### src/rtl/csa_resolve_serial.sv
// Sequential carry-save to binary resolver: returns S + 2*C, resolving CHUNK bits
// per cycle through a registered carry so the adder path stays CHUNK bits long.
module csa_resolve_serial #(
    parameter int WIDTH = 32,
    parameter int CHUNK = 8
) (
    input  logic             clk,
    input  logic             rst_n,
    input  logic             in_valid,
    output logic             in_ready,
    input  logic [WIDTH-1:0] in_sum,
    input  logic [WIDTH-1:0] in_carry,
    output logic             out_valid,
    input  logic             out_ready,
    output logic [WIDTH+1:0] out_result
);

    localparam int N     = WIDTH / CHUNK;
    localparam int IDX_W = (N > 1) ? $clog2(N) : 1;
    localparam int RW    = WIDTH + 2;

    typedef enum logic [1:0] {
        IDLE,
        RUN,
        DONE
    } state_t;

    state_t           state_q, state_d;
    logic [IDX_W-1:0] idx_q, idx_d;
    logic             cy_q, cy_d;
    logic             rdy_q, rdy_d;
    logic [WIDTH-1:0] a_q, a_d;
    logic [WIDTH:0]   b_q, b_d;
    logic [RW-1:0]    res_q, res_d;

    logic [31:0]      shamt;
    logic [CHUNK-1:0] a_chk;
    logic [CHUNK-1:0] b_chk;
    logic [CHUNK:0]   csum;
    logic             last_chk;

    // One CHUNK-bit slice of the ripple per cycle, selected by the chunk index.
    always_comb begin
        shamt    = 32'(idx_q) * 32'(CHUNK);
        a_chk    = CHUNK'(a_q >> shamt);
        b_chk    = CHUNK'(b_q >> shamt);
        csum     = {1'b0, a_chk} + {1'b0, b_chk} + (CHUNK+1)'(cy_q);
        last_chk = (idx_q == IDX_W'(N - 1));
    end

    always_comb begin
        state_d = state_q;
        idx_d   = idx_q;
        cy_d    = cy_q;
        a_d     = a_q;
        b_d     = b_q;
        res_d   = res_q;
        case (state_q)
            IDLE: begin
                if (in_valid && rdy_q) begin
                    a_d     = in_sum;
                    b_d     = {in_carry, 1'b0};
                    cy_d    = 1'b0;
                    idx_d   = '0;
                    res_d   = '0;
                    state_d = RUN;
                end
            end
            RUN: begin
                // res_q was cleared on accept, so each slice can simply be OR-ed in.
                res_d = res_q | (RW'(csum[CHUNK-1:0]) << shamt);
                cy_d  = csum[CHUNK];
                idx_d = idx_q + IDX_W'(1);
                if (last_chk) begin
                    res_d[WIDTH+1:WIDTH] = {1'b0, csum[CHUNK]} + {1'b0, b_q[WIDTH]};
                    idx_d   = '0;
                    state_d = DONE;
                end
            end
            DONE: begin
                if (out_ready) begin
                    state_d = IDLE;
                end
            end
            default: begin
                state_d = IDLE;
            end
        endcase
        rdy_d = (state_d == IDLE);
    end

    always_ff @(posedge clk) begin
        if (!rst_n) begin
            state_q <= IDLE;
            idx_q   <= '0;
            cy_q    <= 1'b0;
            rdy_q   <= 1'b0;
            res_q   <= '0;
        end else begin
            state_q <= state_d;
            idx_q   <= idx_d;
            cy_q    <= cy_d;
            rdy_q   <= rdy_d;
            res_q   <= res_d;
        end
    end

    always_ff @(posedge clk) begin
        a_q <= a_d;
        b_q <= b_d;
    end

    assign in_ready   = rdy_q;
    assign out_valid  = (state_q == DONE);
    assign out_result = res_q;

endmodule

### config.mk
export PLATFORM = sky130hd
export DESIGN_NAME = csa_resolve_serial
export DESIGN_NICKNAME = d
export VERILOG_FILES = /design/src/rtl/csa_resolve_serial.sv
export SDC_FILE = /design/constraint.sdc
export NUM_CORES = 1
export LEC_CHECK = 0
export ABC_AREA = 1
export CORE_ASPECT_RATIO = 0.5
export CORE_UTILIZATION = 54
export DETAILED_ROUTE_END_ITERATION = 12
export GPL_TIMING_DRIVEN = 0
export PLACE_DENSITY = 0.86
export REMOVE_ABC_BUFFERS = 1
export SLEW_MARGIN = 0
export SYNTH_ARGS = -nofsm -noshare
export SYNTH_HDL_FRONTEND = slang
export SYNTH_SLANG_ARGS = --single-unit
### constraint.sdc
create_clock -name clk -period 4.6 [get_ports clk]
set_input_delay 1.15 -clock clk [delete_from_list [all_inputs] [get_ports clk]]
set_output_delay 1.15 -clock clk [all_outputs]
set_load 0.03 [all_outputs]
======== Word level (Yosys, flattened, before mapping) ========
Cells that the tools add are included.
word-level totals
  bits in registers ....................... 104
  word-level logic and storage cells ...... 37
  input bits .............................. 68
operators by class
  bitwise operators ....................... 1
  add/subtract/negate cells ............... 4
  eq/ne operators ......................... 4
  shift-type cells ........................ 3
  muxes and demuxes ....................... 12
  reductions and logical operators ........ 6
operators by type and width
  kind                                                 count
  one-hot mux 34 bit (2 select lines)                  1
  2-to-1 mux 34 bit                                    1
  OR 34 bit                                            1
  << shifter 8 x 5 -> 34 bit                           1
  >> shifter 33 x 5 -> 8 bit                           1
  >> shifter 32 x 5 -> 8 bit                           1
  2-to-1 mux 2 bit                                     6
  adder 8 x 8 -> 9 bit                                 1
  adder 9 x 1 -> 9 bit                                 1
  one-hot mux 2 bit (3 select lines)                   1
  equality test 2 bit, second input constant           2
  logical NOT 2 bit                                    2
  one-hot mux 2 bit (2 select lines)                   1
  AND reduction 2 bit                                  2
  adder 1 x 1 -> 2 bit                                 1
  adder 2 x 1 -> 2 bit, second input constant          1
  equality test 2 x 1 -> 1 bit, second input constant  1
  inequality test 2 bit, second input constant         1
  one-hot mux 1 bit (2 select lines)                   1
  nonzero test 2 bit                                   1
  logical AND 1 bit                                    1
  2-to-1 mux 1 bit                                     1

======== Logic depth before layout (Yosys ltp) ========
  depth in word-level cells ............... 7
  gate-level depth with buffers ........... 15
  depth with buffers taken out ............ 12

======== Least setup slack after synthesis ========
No wires, ideal clock.
  path type ............................... reg-to-reg
  start ................................... reg idx_q[0]
  end ..................................... reg res_q[32] (netlist: out_result[32])
  buffers on the path ..................... 3
  cell stages (with the launch flop) ...... 16
  arrival time ............................ 2.517 ns
  setup time .............................. 0.132 ns
  clock period less this slack ............ 2.649 ns
  path slack .............................. 1.951 ns
  cells stage by stage .................... dfxtp_1 -> buf_2 -> inv_4 -> buf_6 -> buf_4 -> nor2_1 -> o22ai_1 -> fa_1 -> fa_1 -> nand2_1 -> nand3_2 -> nand2_2 -> o31ai_2 -> ha_1 -> nand2_1 -> a21oi_1
between the ends
  longest elaborated chain between the ends .. 7
  elaborated cells on any way between the ends .. 10
RTL lines
  element                                                                          line    text
  from (decl)                                                                      29      logic [IDX_W-1:0] idx_q, idx_d;
  from (signal assigned)                                                           101     idx_q <= idx_d;
  >> shifter 32 x 5 -> 8 bit / >> shifter 33 x 5 -> 8 bit (equally long branches)  45, 46
  adder 8 x 8 -> 9 bit                                                             47      csum = {1'b0, a_chk} + {1'b0, b_chk} + (CHUNK+1)'(cy_q);
  adder 9 x 1 -> 9 bit                                                             47
  << shifter 8 x 5 -> 34 bit                                                       71      res_d = res_q | (RW'(csum[CHUNK-1:0]) << shamt);
  OR 34 bit                                                                        71
  2-to-1 mux 2 bit *                                                               74      if (last_chk) begin
  one-hot mux 34 bit (2 select lines) *                                            58      case (state_q)
  to (signal assigned)                                                             104     res_q <= res_d;
  to (decl)                                                                        34      logic [RW-1:0] res_q, res_d;
Mark *: on every way between the ends. The rest lies on a longest branch, timed or not.
A chain may end at the register's enable or synchronous reset.

======== Final worst setup path ========
  start ................................... reg idx_q[1]
  end ..................................... reg res_q[32] (netlist: out_result[32])
The elaborated chain is that of the path after synthesis.

==> run_summary.xml <==
<?xml version="1.0" encoding="UTF-8"?>
<metrics>
  <group name="outcome">
    <metric name="status" unit="">completed</metric>
  </group>
  <group name="grt">
    <metric name="globalRouteTotalUtil" unit="%">23.68</metric>
    <metric name="grt.overflow.total" unit="">0</metric>
    <metric name="initial_antenna_violation_count" unit="">0</metric>
    <metric name="number_of_global_route_vias_before_repair" unit="">3188</metric>
    <metric name="global_route_wire_length_before_repair" unit="µm">14990</metric>
    <metric name="maximum_number_of_pins_on_one_net_before_global_route_repair" unit="">74</metric>
  </group>
  <group name="synthesis">
    <metric name="main_synth_ff_type" unit="">edfxtp_1</metric>
    <metric name="ys_async_sr_fraction" unit="%">0</metric>
    <metric name="synth_enable_flop_cells" unit="">64</metric>
    <metric name="synth_sequential_area_ratio" unit="%">61.36</metric>
    <metric name="mappedNetlistArea" unit="mm²">0.004437</metric>
    <metric name="synth.distinct_cells" unit="">37</metric>
    <metric name="syn-instance-count" unit="">424</metric>
    <metric name="yosys_warnings" unit="">0</metric>
    <metric name="synth_top_cells_by_area" unit="">edfxtp_1, dfxtp_1, o21ai_0</metric>
    <metric name="post-synth-top-area-fraction" unit="%">43.32</metric>
    <metric name="yosys.area.top_type" unit="">edfxtp_1</metric>
    <metric name="synth.ff_latch_count" unit="">104</metric>
    <metric name="post_syn_area_per_cell" unit="µm²">10.46</metric>
  </group>
  <group name="timing">
    <metric name="tightest_slew" unit="ns">1.200</metric>
    <metric name="setup_tns" unit="ns">0</metric>
    <metric name="timing.clock.skew" unit="ns">0.005503</metric>
    <metric name="timing.final.crit_share" unit="%">81.39</metric>
    <metric name="hold_viol_final" unit="">0</metric>
    <metric name="finalWorstSetupSlack" unit="ns">0.8560</metric>
    <metric name="slew_violations" unit="">0</metric>
    <metric name="timing.final.crit_period" unit="ns">3.744</metric>
    <metric name="max-slew-margin-rel" unit="%">19.77</metric>
    <metric name="fmax" unit="MHz">267.1</metric>
    <metric name="rsz0062_at_grt" unit="">false</metric>
    <metric name="setup-violations-final" unit="">0</metric>
  </group>
  <group name="power">
    <metric name="pwr_density_cell" unit="mW/mm²">369.5</metric>
    <metric name="sequentialPowerShare" unit="%">49.5</metric>
    <metric name="switching_portion_of_total_power" unit="%">25.52</metric>
    <metric name="p_sw" unit="mW">0.5449</metric>
    <metric name="power_report.internal_total" unit="mW">1.590</metric>
    <metric name="combPwrFrac" unit="%">16.7</metric>
    <metric name="pwr-share-clk" unit="%">33.8</metric>
    <metric name="power.static_leakage" unit="nW">2.045</metric>
    <metric name="design_power_total" unit="mW">2.135</metric>
    <metric name="worst_vdd_drop" unit="µV">280.2</metric>
  </group>
  <group name="route">
    <metric name="drt_drc_violations_left" unit="">0</metric>
    <metric name="vias" unit="">3396</metric>
    <metric name="final_antenna_net_count" unit="">0</metric>
    <metric name="route.final.wire_length" unit="µm">9485</metric>
    <metric name="drtIter0Drc" unit="">243</metric>
    <metric name="post_drt_via_cell_ratio" unit="">5.408</metric>
    <metric name="post_drt_wl_per_cell" unit="µm">15.10</metric>
    <metric name="drt_pass1_iterations" unit="">5</metric>
  </group>
  <group name="worst_setup_path">
    <metric name="worstSetupStartpointType" unit="">flop</metric>
    <metric name="crit_path_max_incr_delay" unit="ns">0.80</metric>
    <metric name="timing.critical_path.to_type" unit="">flop</metric>
    <metric name="reg2reg_slack" unit="ns">0.86</metric>
    <metric name="timing.critical_path.required" unit="ns">4.86</metric>
    <metric name="critical_path.slowest_cell" unit="">dfxtp_2</metric>
    <metric name="crit_path_cell_trace" unit="">inv_1 &gt; o21ai_0 &gt; o22ai_1 &gt; fa_1 &gt; fa_1 &gt; nand2_1 &gt; nand3_2 &gt; nand2_2 &gt; o31ai_2 &gt; ha_1 &gt; nand2_1 &gt; a21oi_1</metric>
    <metric name="critical_path.max_fanout" unit="">35</metric>
    <metric name="critical_path_class" unit="">flop to flop</metric>
    <metric name="cp_data_arrival_time" unit="ns">4.00</metric>
  </group>
  <group name="die">
    <metric name="core" unit="mm²">0.007625</metric>
    <metric name="core.rowCount" unit="">22</metric>
    <metric name="initial_util" unit="%">58.19</metric>
    <metric name="die_w" unit="µm">130.2</metric>
    <metric name="io_pins" unit="">104</metric>
    <metric name="die_area" unit="mm²">0.008605</metric>
    <metric name="die_h" unit="µm">66.10</metric>
  </group>
  <group name="clock_network">
    <metric name="cts_htree_levels" unit="">3</metric>
    <metric name="cts_buffers" unit="">9</metric>
    <metric name="clock_tree.buffer_depth" unit="">2</metric>
    <metric name="tritoncts_clock_tree" unit="">built</metric>
    <metric name="worst_setup_hold_path_clk_slew" unit="ns">0.07</metric>
    <metric name="post-cts-setup-buffer-count" unit="">0</metric>
    <metric name="clock_insertion_delay_worst_skew" unit="ns">0.34</metric>
    <metric name="clock_root_buffer" unit="">clkbuf_16</metric>
    <metric name="clock-sinks" unit="">104</metric>
  </group>
  <group name="flow_run">
    <metric name="maxCapViolCount" unit="">0</metric>
  </group>
  <group name="cells_and_area">
    <metric name="area.growth.synth_to_final" unit="%">30.23</metric>
    <metric name="layout-drive-gt1-share" unit="%">7.885</metric>
    <metric name="final_util" unit="%">75.78</metric>
    <metric name="layout.nets" unit="">594</metric>
    <metric name="fillCellCount" unit="">557</metric>
    <metric name="area_of_all_placed_cells_without_fillers" unit="mm²">0.005778</metric>
    <metric name="diodes" unit="">0</metric>
  </group>
  <group name="placed_design">
    <metric name="globalplace.congestion" unit="">0.7787</metric>
    <metric name="placement.cell_area" unit="mm²">0.005461</metric>
    <metric name="detailedPlacementHpwl" unit="µm">6185</metric>
    <metric name="port_buffer_count" unit="">103</metric>
    <metric name="post_place_setup_slack" unit="ns">0.01406</metric>
  </group>
  <group name="hold_path">
    <metric name="hold_class" unit="">flop to flop</metric>
  </group>
</metrics>
-- worst max-delay path, delay by kind of cell, from the launching register on --
kind	cells	cell delay, ns
compound gates	4	0.61
fa+ha+maj	3	1.19
buf+inv	1	0.71
flops	1	0.80
simple gates	4	0.33
-- logic make-up after synthesis --
group / Yosys count / share of synthesized area (%)
and+or+nand+nor: 143 / 15.20
AOI/OAI and AO/OA: 108 / 13.45
DFF: 104 / 61.36
buffers and inverters: 56 / 5.978
adders and majority gates: 11 / 3.441
xor gates and xnor gates: 2 / 0.5642
-- placed cells by master, fill, tap and decap left out, types with 10 or more instances in the layout --
cell               n
clkdlybuf4s50_1  103
edfxtp_1          64
nand2_1           53
o21ai_0           43
nor2_1            42
dfxtp_1           38
a21oi_1           36
inv_1             28
nand3_1           21
o22ai_1           15
nand4_1           10
clkbuf_16         10
-- per-stage QoR --
step	cells	hold slack (ns)
floorplan	400	0.4689
global placement	611	0.4529
detailed placement	611	0.4563
CTS	627	0.4663
global route	628	0.4787
finish	628	0.4642
-- sequential cells by signal (all words and copies together), names as in the netlist --
name	flops
b_q	32
state_q	2
in_ready	1
cy_q	1
out_result	34
idx_q	2
a_q	32
-- worst paths after layout --
kind                        from             end  cells after the start
setup / recovery        idx_q[1]  out_result[32]                     12
setup reg to reg        idx_q[1]  out_result[32]                     12
hold / removal    out_result[28]  out_result[28]                      2
hold reg to reg   out_result[28]  out_result[28]                      2
-- metal layers --
metal	track usage (%)	vias up	share of wire [%]
li1	-	1671	-
met1	30.81	1597	45
met2	38.76	119	48
met3	5.987	9	6.0
met4	8.430	0	0.98
met5	0	-	0
-- synth_stat cells, types with 9 or more instances --
master,instances
dfxtp_1,40
nor2_1,42
ha_1,9
o22ai_1,15
edfxtp_1,64
o21ai_0,43
nand3_1,21
a21oi_1,36
inv_1,27
nand2_1,53
nand4_1,10
-- layout make-up --
type	instances	area, µm²	area share, %
clock inverter	4	18.77	0.3248
clock buffer	12	267.8	4.634
inverter	32	123.9	2.144
tap	108	135.1	2.339
multi-input combinational	264	1449	25.08
sequential	104	2725	47.16
timing repair buffer	104	1059	18.32
-- what timing repair did --
action | 4_1_cts | 5_1_grt
resized for setup | 0 | 1
endpoints found under the setup margin | 0 | 8
hold buffers | 0 | 0
-- power by group through the flow --
stage                     combinational (mW)  sequential, mW  clock [mW]
after floorplan                        0.201            1.09           0
after global placement                 0.339            1.08           0
after detailed placement               0.347            1.08           0
after CTS                              0.350            1.06       0.731
after global routing                   0.394            1.06       0.773
final                                  0.356            1.06       0.722
Note: power is estimated with default switching activity, not from simulation.
